**config.mk**
```make
export PLATFORM = sky130hd
export DESIGN_NAME = alu_arbiter
export DESIGN_NICKNAME = d
export VERILOG_FILES = /design/src/rtl/alu_pkg.sv /design/src/rtl/alu.sv /design/src/rtl/alu_arbiter.sv
export SDC_FILE = /design/constraint.sdc
export NUM_CORES = 1
export LEC_CHECK = 0
export ABC_AREA = 1
export CAP_MARGIN = 10
export CORE_MARGIN = 2
export CORE_UTILIZATION = 58
export CTS_CLUSTER_SIZE = 14
export DETAILED_ROUTE_END_ITERATION = 7
export PLACE_DENSITY = 0.95
export SYNTH_ARGS = -nofsm -noshare
export SYNTH_HDL_FRONTEND = slang
export SYNTH_SLANG_ARGS = --single-unit
```
**constraint.sdc**
```tcl
create_clock -name clk -period 10.65 [get_ports clk]
set_input_delay 3.195 -clock clk [delete_from_list [all_inputs] [get_ports clk]]
set_output_delay 3.195 -clock clk [all_outputs]
set_load 0.02 [all_outputs]
```
**src/rtl/alu_pkg.sv**
```systemverilog
// Shared definitions for the ALU and the two-port ALU arbiter.
package alu_pkg;

    localparam logic [2:0] OP_ADD = 3'b000;
    localparam logic [2:0] OP_SUB = 3'b001;
    localparam logic [2:0] OP_AND = 3'b010;
    localparam logic [2:0] OP_OR  = 3'b011;
    localparam logic [2:0] OP_XOR = 3'b100;
    localparam logic [2:0] OP_SLT = 3'b101;

    localparam int FLAG_N = 3;
    localparam int FLAG_Z = 2;
    localparam int FLAG_C = 1;
    localparam int FLAG_V = 0;

    localparam int NUM_REQ = 2;

endpackage

```
**src/rtl/alu.sv**
```systemverilog
// Combinational ALU: add/sub/and/or/xor/slt with {N,Z,C,V} flags and illegal-op error.
module alu
    import alu_pkg::*;
#(
    parameter int DATA_W = 32
) (
    input  logic [DATA_W-1:0] a,
    input  logic [DATA_W-1:0] b,
    input  logic [2:0]        op,
    output logic [DATA_W-1:0] result,
    output logic [3:0]        flags,
    output logic              err
);

    localparam int MSB = DATA_W - 1;

    logic [DATA_W:0] sum;
    logic [DATA_W:0] diff;
    logic            carry;
    logic            ovf;

    assign sum  = {1'b0, a} + {1'b0, b};
    // Carry out of a + ~b + 1 is 1 when no borrow occurs (a >= b unsigned).
    assign diff = {1'b0, a} + {1'b0, ~b} + {{DATA_W{1'b0}}, 1'b1};

    always_comb begin
        result = '0;
        carry  = 1'b0;
        ovf    = 1'b0;
        err    = 1'b0;
        case (op)
            OP_ADD: begin
                result = sum[MSB:0];
                carry  = sum[DATA_W];
                ovf    = (a[MSB] == b[MSB]) && (sum[MSB] != a[MSB]);
            end
            OP_SUB: begin
                result = diff[MSB:0];
                carry  = diff[DATA_W];
                ovf    = (a[MSB] != b[MSB]) && (diff[MSB] != a[MSB]);
            end
            OP_AND:  result = a & b;
            OP_OR:   result = a | b;
            OP_XOR:  result = a ^ b;
            OP_SLT:  result = {{(DATA_W-1){1'b0}}, ($signed(a) < $signed(b))};
            default: err = 1'b1;
        endcase
        flags         = '0;
        flags[FLAG_N] = result[MSB];
        flags[FLAG_Z] = (result == '0);
        flags[FLAG_C] = carry;
        flags[FLAG_V] = ovf;
    end

endmodule

```
**src/rtl/alu_arbiter.sv**
```systemverilog
// Shares one ALU between two requesters with round-robin (or fixed) grant
// and a one-entry registered response slot per port.
module alu_arbiter
    import alu_pkg::*;
#(
    parameter int DATA_W    = 32,
    parameter int TAG_W     = 4,
    parameter int FIXED_PRI = 0
) (
    input  logic              clk,
    input  logic              rst_n,
    input  logic              req0_valid,
    output logic              req0_ready,
    input  logic [DATA_W-1:0] req0_a,
    input  logic [DATA_W-1:0] req0_b,
    input  logic [2:0]        req0_op,
    input  logic [TAG_W-1:0]  req0_tag,
    input  logic              req1_valid,
    output logic              req1_ready,
    input  logic [DATA_W-1:0] req1_a,
    input  logic [DATA_W-1:0] req1_b,
    input  logic [2:0]        req1_op,
    input  logic [TAG_W-1:0]  req1_tag,
    output logic              rsp0_valid,
    input  logic              rsp0_ready,
    output logic [DATA_W-1:0] rsp0_result,
    output logic [3:0]        rsp0_flags,
    output logic [TAG_W-1:0]  rsp0_tag,
    output logic              rsp0_err,
    output logic              rsp1_valid,
    input  logic              rsp1_ready,
    output logic [DATA_W-1:0] rsp1_result,
    output logic [3:0]        rsp1_flags,
    output logic [TAG_W-1:0]  rsp1_tag,
    output logic              rsp1_err
);

    logic [NUM_REQ-1:0] req_valid;
    logic [NUM_REQ-1:0] rsp_ready;
    logic [NUM_REQ-1:0] elig;
    logic [NUM_REQ-1:0] grant;
    logic               sel;
    logic               last_gnt;

    logic [NUM_REQ-1:0] slot_valid;
    logic [NUM_REQ-1:0] slot_err;
    logic [DATA_W-1:0]  slot_result [NUM_REQ];
    logic [3:0]         slot_flags  [NUM_REQ];
    logic [TAG_W-1:0]   slot_tag    [NUM_REQ];

    logic [DATA_W-1:0]  alu_a, alu_b, alu_result;
    logic [2:0]         alu_op;
    logic [3:0]         alu_flags;
    logic               alu_err;
    logic [TAG_W-1:0]   gnt_tag;

    assign req_valid = {req1_valid, req0_valid};
    assign rsp_ready = {rsp1_ready, rsp0_ready};

    // A full slot may be refilled in the same cycle it is drained.
    always_comb begin
        elig  = req_valid & (~slot_valid | rsp_ready);
        grant = '0;
        if (elig == 2'b11) begin
            sel = (FIXED_PRI != 0) ? 1'b0 : ~last_gnt;
        end else begin
            sel = elig[1];
        end
        if (|elig) begin
            grant[sel] = 1'b1;
        end
    end

    assign req0_ready = grant[0];
    assign req1_ready = grant[1];

    assign alu_a   = sel ? req1_a   : req0_a;
    assign alu_b   = sel ? req1_b   : req0_b;
    assign alu_op  = sel ? req1_op  : req0_op;
    assign gnt_tag = sel ? req1_tag : req0_tag;

    alu #(.DATA_W(DATA_W)) u_alu (
        .a      (alu_a),
        .b      (alu_b),
        .op     (alu_op),
        .result (alu_result),
        .flags  (alu_flags),
        .err    (alu_err)
    );

    always_ff @(posedge clk or negedge rst_n) begin
        if (!rst_n) begin
            last_gnt   <= 1'b1;
            slot_valid <= '0;
            slot_err   <= '0;
            for (int unsigned i = 0; i < NUM_REQ; i++) begin
                slot_result[i] <= '0;
                slot_flags[i]  <= '0;
                slot_tag[i]    <= '0;
            end
        end else begin
            if (|grant) begin
                last_gnt <= sel;
            end
            for (int unsigned i = 0; i < NUM_REQ; i++) begin
                if (grant[i]) begin
                    slot_valid[i]  <= 1'b1;
                    slot_result[i] <= alu_result;
                    slot_flags[i]  <= alu_flags;
                    slot_tag[i]    <= gnt_tag;
                    slot_err[i]    <= alu_err;
                end else if (rsp_ready[i]) begin
                    slot_valid[i] <= 1'b0;
                end
            end
        end
    end

    assign rsp0_valid  = slot_valid[0];
    assign rsp0_result = slot_result[0];
    assign rsp0_flags  = slot_flags[0];
    assign rsp0_tag    = slot_tag[0];
    assign rsp0_err    = slot_err[0];
    assign rsp1_valid  = slot_valid[1];
    assign rsp1_result = slot_result[1];
    assign rsp1_flags  = slot_flags[1];
    assign rsp1_tag    = slot_tag[1];
    assign rsp1_err    = slot_err[1];

endmodule

```
Word-level counts from Yosys, hierarchy flattened
Index checks and enable logic that the tools add are counted.
{"block": "classes", "bitwise_logic": 8, "n_mul": 0, "muxes": 16, "order_cmp": 3, "n_addsub": 3, "shift": 0, "div_mod_pow": 0, "eq_ne": 10, "reduce_logical": 10}
{"cell": "one-hot mux 32 bit (6 select lines)", "count": 1}
{"cell": "adder 32 x 32 -> 33 bit", "count": 2}
{"cell": "2-to-1 mux 32 bit", "count": 2}
{"cell": "adder 33 x 1 -> 33 bit, second input constant", "count": 1}
{"cell": "AND 32 bit", "count": 1}
{"cell": "zero test 32 bit", "count": 1}
{"cell": "< comparator 32 bit", "count": 1}
{"cell": "NOT 32 bit", "count": 1}
{"cell": "OR 32 bit", "count": 1}
{"cell": "XOR 32 bit", "count": 1}
{"cell": "2-to-1 mux 1 bit", "count": 7}
{"cell": "== test 3 x 2 -> 1 bit, second input constant", "count": 2}
{"cell": "== test 3 bit, second input constant", "count": 2}
{"cell": "OR reduction 6 bit", "count": 1}
{"cell": "2-to-1 mux 4 bit", "count": 1}
{"cell": "one-hot mux 1 bit (2 select lines)", "count": 2}
{"cell": "nonzero test 2 bit", "count": 2}
{"cell": "OR reduction 2 bit", "count": 2}
{"cell": "== test 3 x 1 -> 1 bit, second input constant", "count": 1}
{"cell": "logical AND 1 bit", "count": 3}
{"cell": "zero test 3 bit", "count": 1}
{"cell": "2-to-1 mux 3 bit", "count": 1}
{"cell": "!= test 1 bit", "count": 3}
{"cell": "AND 2 bit", "count": 1}
{"cell": "9 further kinds", "count": 9}
{"block": "totals", "mem_bits_ro": 0, "latchBits": 0, "regBits": 85, "out_inout_bits": 86, "word_cells": 61, "ram_bits": 0, "input_bits": 148, "mem_count": 0}

Depth between registers and ports, before layout
{"block": "logic_depth", "word_depth": 12, "mapped_depth": 30}

Modules after synthesis
A second synthesis with hierarchy kept.
{"block": "unflattened", "hier_cells": 1987, "area_unflattened_um2": 11264.6}
{"module": "alu", "cells_per_inst": 1390, "area_each_um2": 6906.6, "n_inst": 1}
{"module": "alu_arbiter", "cells_per_inst": 597, "area_each_um2": 4357.9, "n_inst": 1}

Worst setup path before layout
Ideal clock, no wire load.
{"block": "synth_path", "path_kind": "input-to-output", "startpoint": "input rsp1_ready", "endpoint": "output req1_ready", "arrival_ns": 4.092, "path_stages": 5, "path_slack_ns": 3.363, "path_buffers": 1, "cell_sequence": "inv_2 a21boi_4 nand2_4 clkinv_1 clkbuf_1"}
{"block": "synth_between", "elab_chain_len": 9, "word_cells_on_any_way": 11, "cone_classes": "order compare (2); eq/ne (1); mux (4); bitwise (2); reduce/logical (2)"}
{"element": "start: declaration", "line_no": "alu_arbiter.sv:31", "text": "input logic rsp1_ready,"}
{"element": "OR 2 bit *", "line_no": "alu_arbiter.sv:62", "text": "elig = req_valid & (~slot_valid | rsp_ready);"}
{"element": "AND 2 bit *", "line_no": "alu_arbiter.sv:62"}
{"element": "== test 2 bit", "line_no": "alu_arbiter.sv:64", "text": "if (elig == 2'b11) begin"}
{"element": "2-to-1 mux 1 bit", "line_no": "alu_arbiter.sv:64"}
{"element": "< comparator 1 x 2 -> 1 bit (not written as such) / greater-or-equal comparator 1 bit (equally long branches)", "line_no": "alu_arbiter.sv:70", "text": "grant[sel] = 1'b1;"}
{"element": "logical AND 1 bit (not written as such)", "line_no": "alu_arbiter.sv:70"}
{"element": "2-to-1 mux 1 bit (not written as such)", "line_no": "alu_arbiter.sv:70"}
{"element": "demux 1 bit (select 1 bit)", "line_no": "alu_arbiter.sv:70"}
{"element": "2-to-1 mux 2 bit *", "line_no": "alu_arbiter.sv:69", "text": "if (|elig) begin"}
{"element": "end: declaration", "line_no": "alu_arbiter.sv:19", "text": "output logic req1_ready,"}
Mark *: on every way between the ends. The rest lies on a longest branch, timed or not.

Worst setup path after layout
{"block": "layout_path", "startpoint": "input req1_valid", "endpoint": "output req1_ready"}
{"block": "layout_between", "elab_chain_len": 8, "word_cells_on_any_way": 10, "cone_classes": "order compare (2); eq/ne (1); mux (4); bitwise (1); reduce/logical (2)"}
{"element": "start: declaration", "line_no": "alu_arbiter.sv:18", "text": "input logic req1_valid,"}
{"element": "AND 2 bit *", "line_no": "alu_arbiter.sv:62"}
{"element": "== test 2 bit", "line_no": "alu_arbiter.sv:64"}
{"element": "2-to-1 mux 1 bit", "line_no": "alu_arbiter.sv:64"}
{"element": "< comparator 1 x 2 -> 1 bit (not written as such) / greater-or-equal comparator 1 bit (equally long branches)", "line_no": "alu_arbiter.sv:70"}
{"element": "logical AND 1 bit (not written as such)", "line_no": "alu_arbiter.sv:70"}
{"element": "2-to-1 mux 1 bit (not written as such)", "line_no": "alu_arbiter.sv:70"}
{"element": "demux 1 bit (select 1 bit)", "line_no": "alu_arbiter.sv:70"}
{"element": "2-to-1 mux 2 bit *", "line_no": "alu_arbiter.sv:69"}
Marks and branches as above.

==> impl_metrics.ini <==
[global_route]
antenna_found_initial = 0
track_usage_pct = 39.55
grt_max_degree = 114
grt_pass1_wl_microns = 63050
grt_pass1_vias = 12427
grt.overflow.total = 0

[sta]
fin_setup_tns_ps = 0
rsz0062_at_grt = no
setup_ws_ps = 1954
slew_viol_final = 0
tightest_slew_ps = 1025
period_share_pct = 81.65
setup_viol = 0
slew_headroom_pct = 31.64
post-route-min-period_ps = 8696
hold_violations = 0
fmaxAchievable_ghz = 0.1150
fin_skew_ps = 13.81

[critical_path]
reg2reg_to = rsp0_flags[2]$_DFFE_PN0P_
endpoint_kind = primary output
crit_path_max_fanout = 113
critPathBufInv = 4
r2r_cells = 22
crit_top_cell = clkdlybuf4s50_1
cpPeakStageDelay_ps = 650
r2r_slack_ps = 5400
critPathKind = in2out
crit_required_ps = 7460
path_cells = clkdlybuf4s50_1, a21boi_4, nand2_8, clkinv_1, buf_4, clkdlybuf4s50_1
r2r_start = last_gnt$_DFFE_PN1P_
worstSetupStartpointType = primary input
critical_path.top_delay_family = buffers and inverters
cp.arrival_ps = 5500
slowest_stage = clkdlybuf4s50_1

[synthesis]
ys_seq_area_share_pct = 18.81
syn_area_sq_um = 11050
avgSynthCellArea_sq_um = 5.545
syn-num-nets = 2241
syn_inst = 1993
synth_top_cell_area_share_pct = 24.01
synth_warnings = 0
synth_cell_type_count = 39
synth.area.top_cells = nand2_1 24%, dfrtp_1 19%, inv_1 13%, ha_1 11%, nor2_1 6.7%
yosys_register_bits = 83
synth_top_area_cell = nand2_1

[cells_and_area]
n_antenna_cell = 0
fill_cells = 1514
final_nets = 2414
syn2layout_area_growth_pct = 23.24
drive_gt1_share_pct = 2.441
final_common_cell = nand2_1
final_cell_mix = 706 x nand2_1, 378 x inv_1, 232 x clkdlybuf4s50_1
fin_util_pct = 72.81

[pwr]
cellLeakagePower_uw = 0.007673
p_sw_uw = 1264
vdd_drop_max_mv = 0.1071
p_seq_share_pct = 20.5
power_switching_share_pct = 52.21
pwr-share-comb_pct = 66.4
powerDensity_nw_per_um2 = 177.8
p_clk_share_pct = 13.1
p_int_uw = 1158

[status]
status = finished clean

[clock_tree]
ctsResizeCount = 0
clk_pin_slew_ps = 60
hold_buffers = 0
h-tree-depth = 3
cts_tree = yes
cts_root_buffer = clkbuf_16
post-cts-setup-buffer-count = 0
cts.sinks = 83
numCtsBuffers = 9
clockBufferDepth = 2
insertion_delay_ps = 350

[placement]
pre_cts_slack_ps = 2028
dp_hpwl_microns = 31580
numPortBuffers = 233
place.gp.congestion = 0.9928

[drt]
via_count = 13563
dr.pass1.iters = 8
via_per_inst = 5.640
drtIter0Drc = 1531
ant_nets = 0
wirelength_microns = 40880
avgRoutedWirePerCell_microns = 17.00
drc_errors = 0

[floorplanning]
io_pins = 234
coreArea_sq_um = 18710
rows = 50
die_y_microns = 142.0
die-area_sq_um = 20170
die_w_microns = 142.0
start_util_pct = 59.08

[hold_path]
min_from = rsp0_tag[2]$_DFFE_PN0P_
hp-class = reg2reg
hold_end = rsp0_tag[2]$_DFFE_PN0P_
holdPathStages = 2

[job]
maxCapViolCount = 0
==> through the flow <==
| step | hold WS, ps | instance area, sq um | total power (uW) | std cells |
|---|---|---|---|---|
| after floorplan | 542.1 | 11050 | 1454 | 1993 |
| after global routing | 495.9 | 13620 | 2572 | 2405 |
| after CTS | 480.4 | 13620 | 2371 | 2405 |
| final | 480.9 | 13620 | 2422 | 2405 |
| after detailed placement | 464.4 | 13320 | 2033 | 2389 |
| after global placement | 460.4 | 13320 | 1985 | 2389 |
==> logic make-up after synthesis <==
family                   share of synthesized area (%)
AO/OA/AOI/OAI                                    9.556
XOR/XNOR                                        0.4755
adder cells (fa/ha/maj)                          11.46
buffers and inverters                            16.83
flip-flops                                       18.81
AND/OR/NAND/NOR                                  42.88
==> power groups by stage <==
stage	sequential, uW	clock (uW)	combinational, uW
global route	500	326	1750
detailed placement	489	0	1540
global placement	482	0	1500
finish	496	317	1610
CTS	491	316	1560
floorplan	608	0	845
==> Yosys cell counts <==
master,count
nor3_1,8
dfrtp_1,82
a21boi_4,1
inv_1,378
o21ai_0,135
and3_1,1
nor4_1,2
buf_4,5
nand2_4,2
and2_1,5
xor2_1,5
o21bai_1,5
xnor2_1,1
buf_2,28
nand3_4,1
nor2_2,5
inv_2,3
buf_6,10
nand3_1,144
ha_1,98
nand3b_1,5
o211ai_1,1
nand4_1,50
a31oi_1,2
nand3_2,4
clkinv_1,2
fa_1,2
a21oi_1,47
or2_2,5
o22ai_1,3
nand2_2,4
clkbuf_1,35
o21ai_1,4
nand2_1,707
nor3_2,2
a21o_1,3
dfstp_2,1
a21boi_0,1
nor2_1,196
==> metal layers <==
| layer | GRT usage [%] | routed length (microns) | vias up | share of wire, % |
|---|---|---|---|---|
| met4 | 17.58 | 1775 | 0 | 4.3 |
| met5 | 0 | 0 | - | 0 |
| li1 | - | - | 6426 | - |
| met2 | 65.24 | 18170 | 971 | 44 |
| met1 | 50.39 | 15500 | 6012 | 38 |
| met3 | 7.503 | 5432 | 154 | 13 |
==> flip-flops by register name, summed over array words and instances, names as in the netlist <==
| signal | count |
|---|---|
| rsp0_result | 32 |
| rsp0_tag | 4 |
| slot_err | 2 |
| rsp1_result | 32 |
| slot_valid | 2 |
| last_gnt | 1 |
| rsp1_flags | 3 |
| rsp1_tag | 4 |
| rsp0_flags | 3 |
==> worst min-delay path: cells and delay by family, from the launching register on <==
| family | cells | cell delay [ps] |
|---|---|---|
| DFF | 1 | 340 |
| and+or+nand+nor | 2 | 120 |
==> area by class of cell <==
type                    count  area [sq um]  share of cell area (%)
inverters                 383          1438                   10.56
multi-input cells        1449          7124                   52.31
well taps                 234         292.8                   2.150
clock buffers              10         239.0                   1.755
flip-flops and latches     83          2078                   15.26
clock inverters             6         65.06                  0.4777
repair buffers            240          2382                   17.49
==> worst max path at each step <==
stage	end	startpoint	slack (ps)	cells past startpoint
floorplan	req1_ready	rsp1_ready	3360	5
global placement	req1_ready	req1_valid	2070	6
detailed placement	req1_ready	req1_valid	2030	6
CTS	req1_ready	req1_valid	1980	6
global route	req1_ready	rsp0_ready	1820	8
finish	req1_ready	req1_valid	1950	6
(Power assumes the default switching activity.)
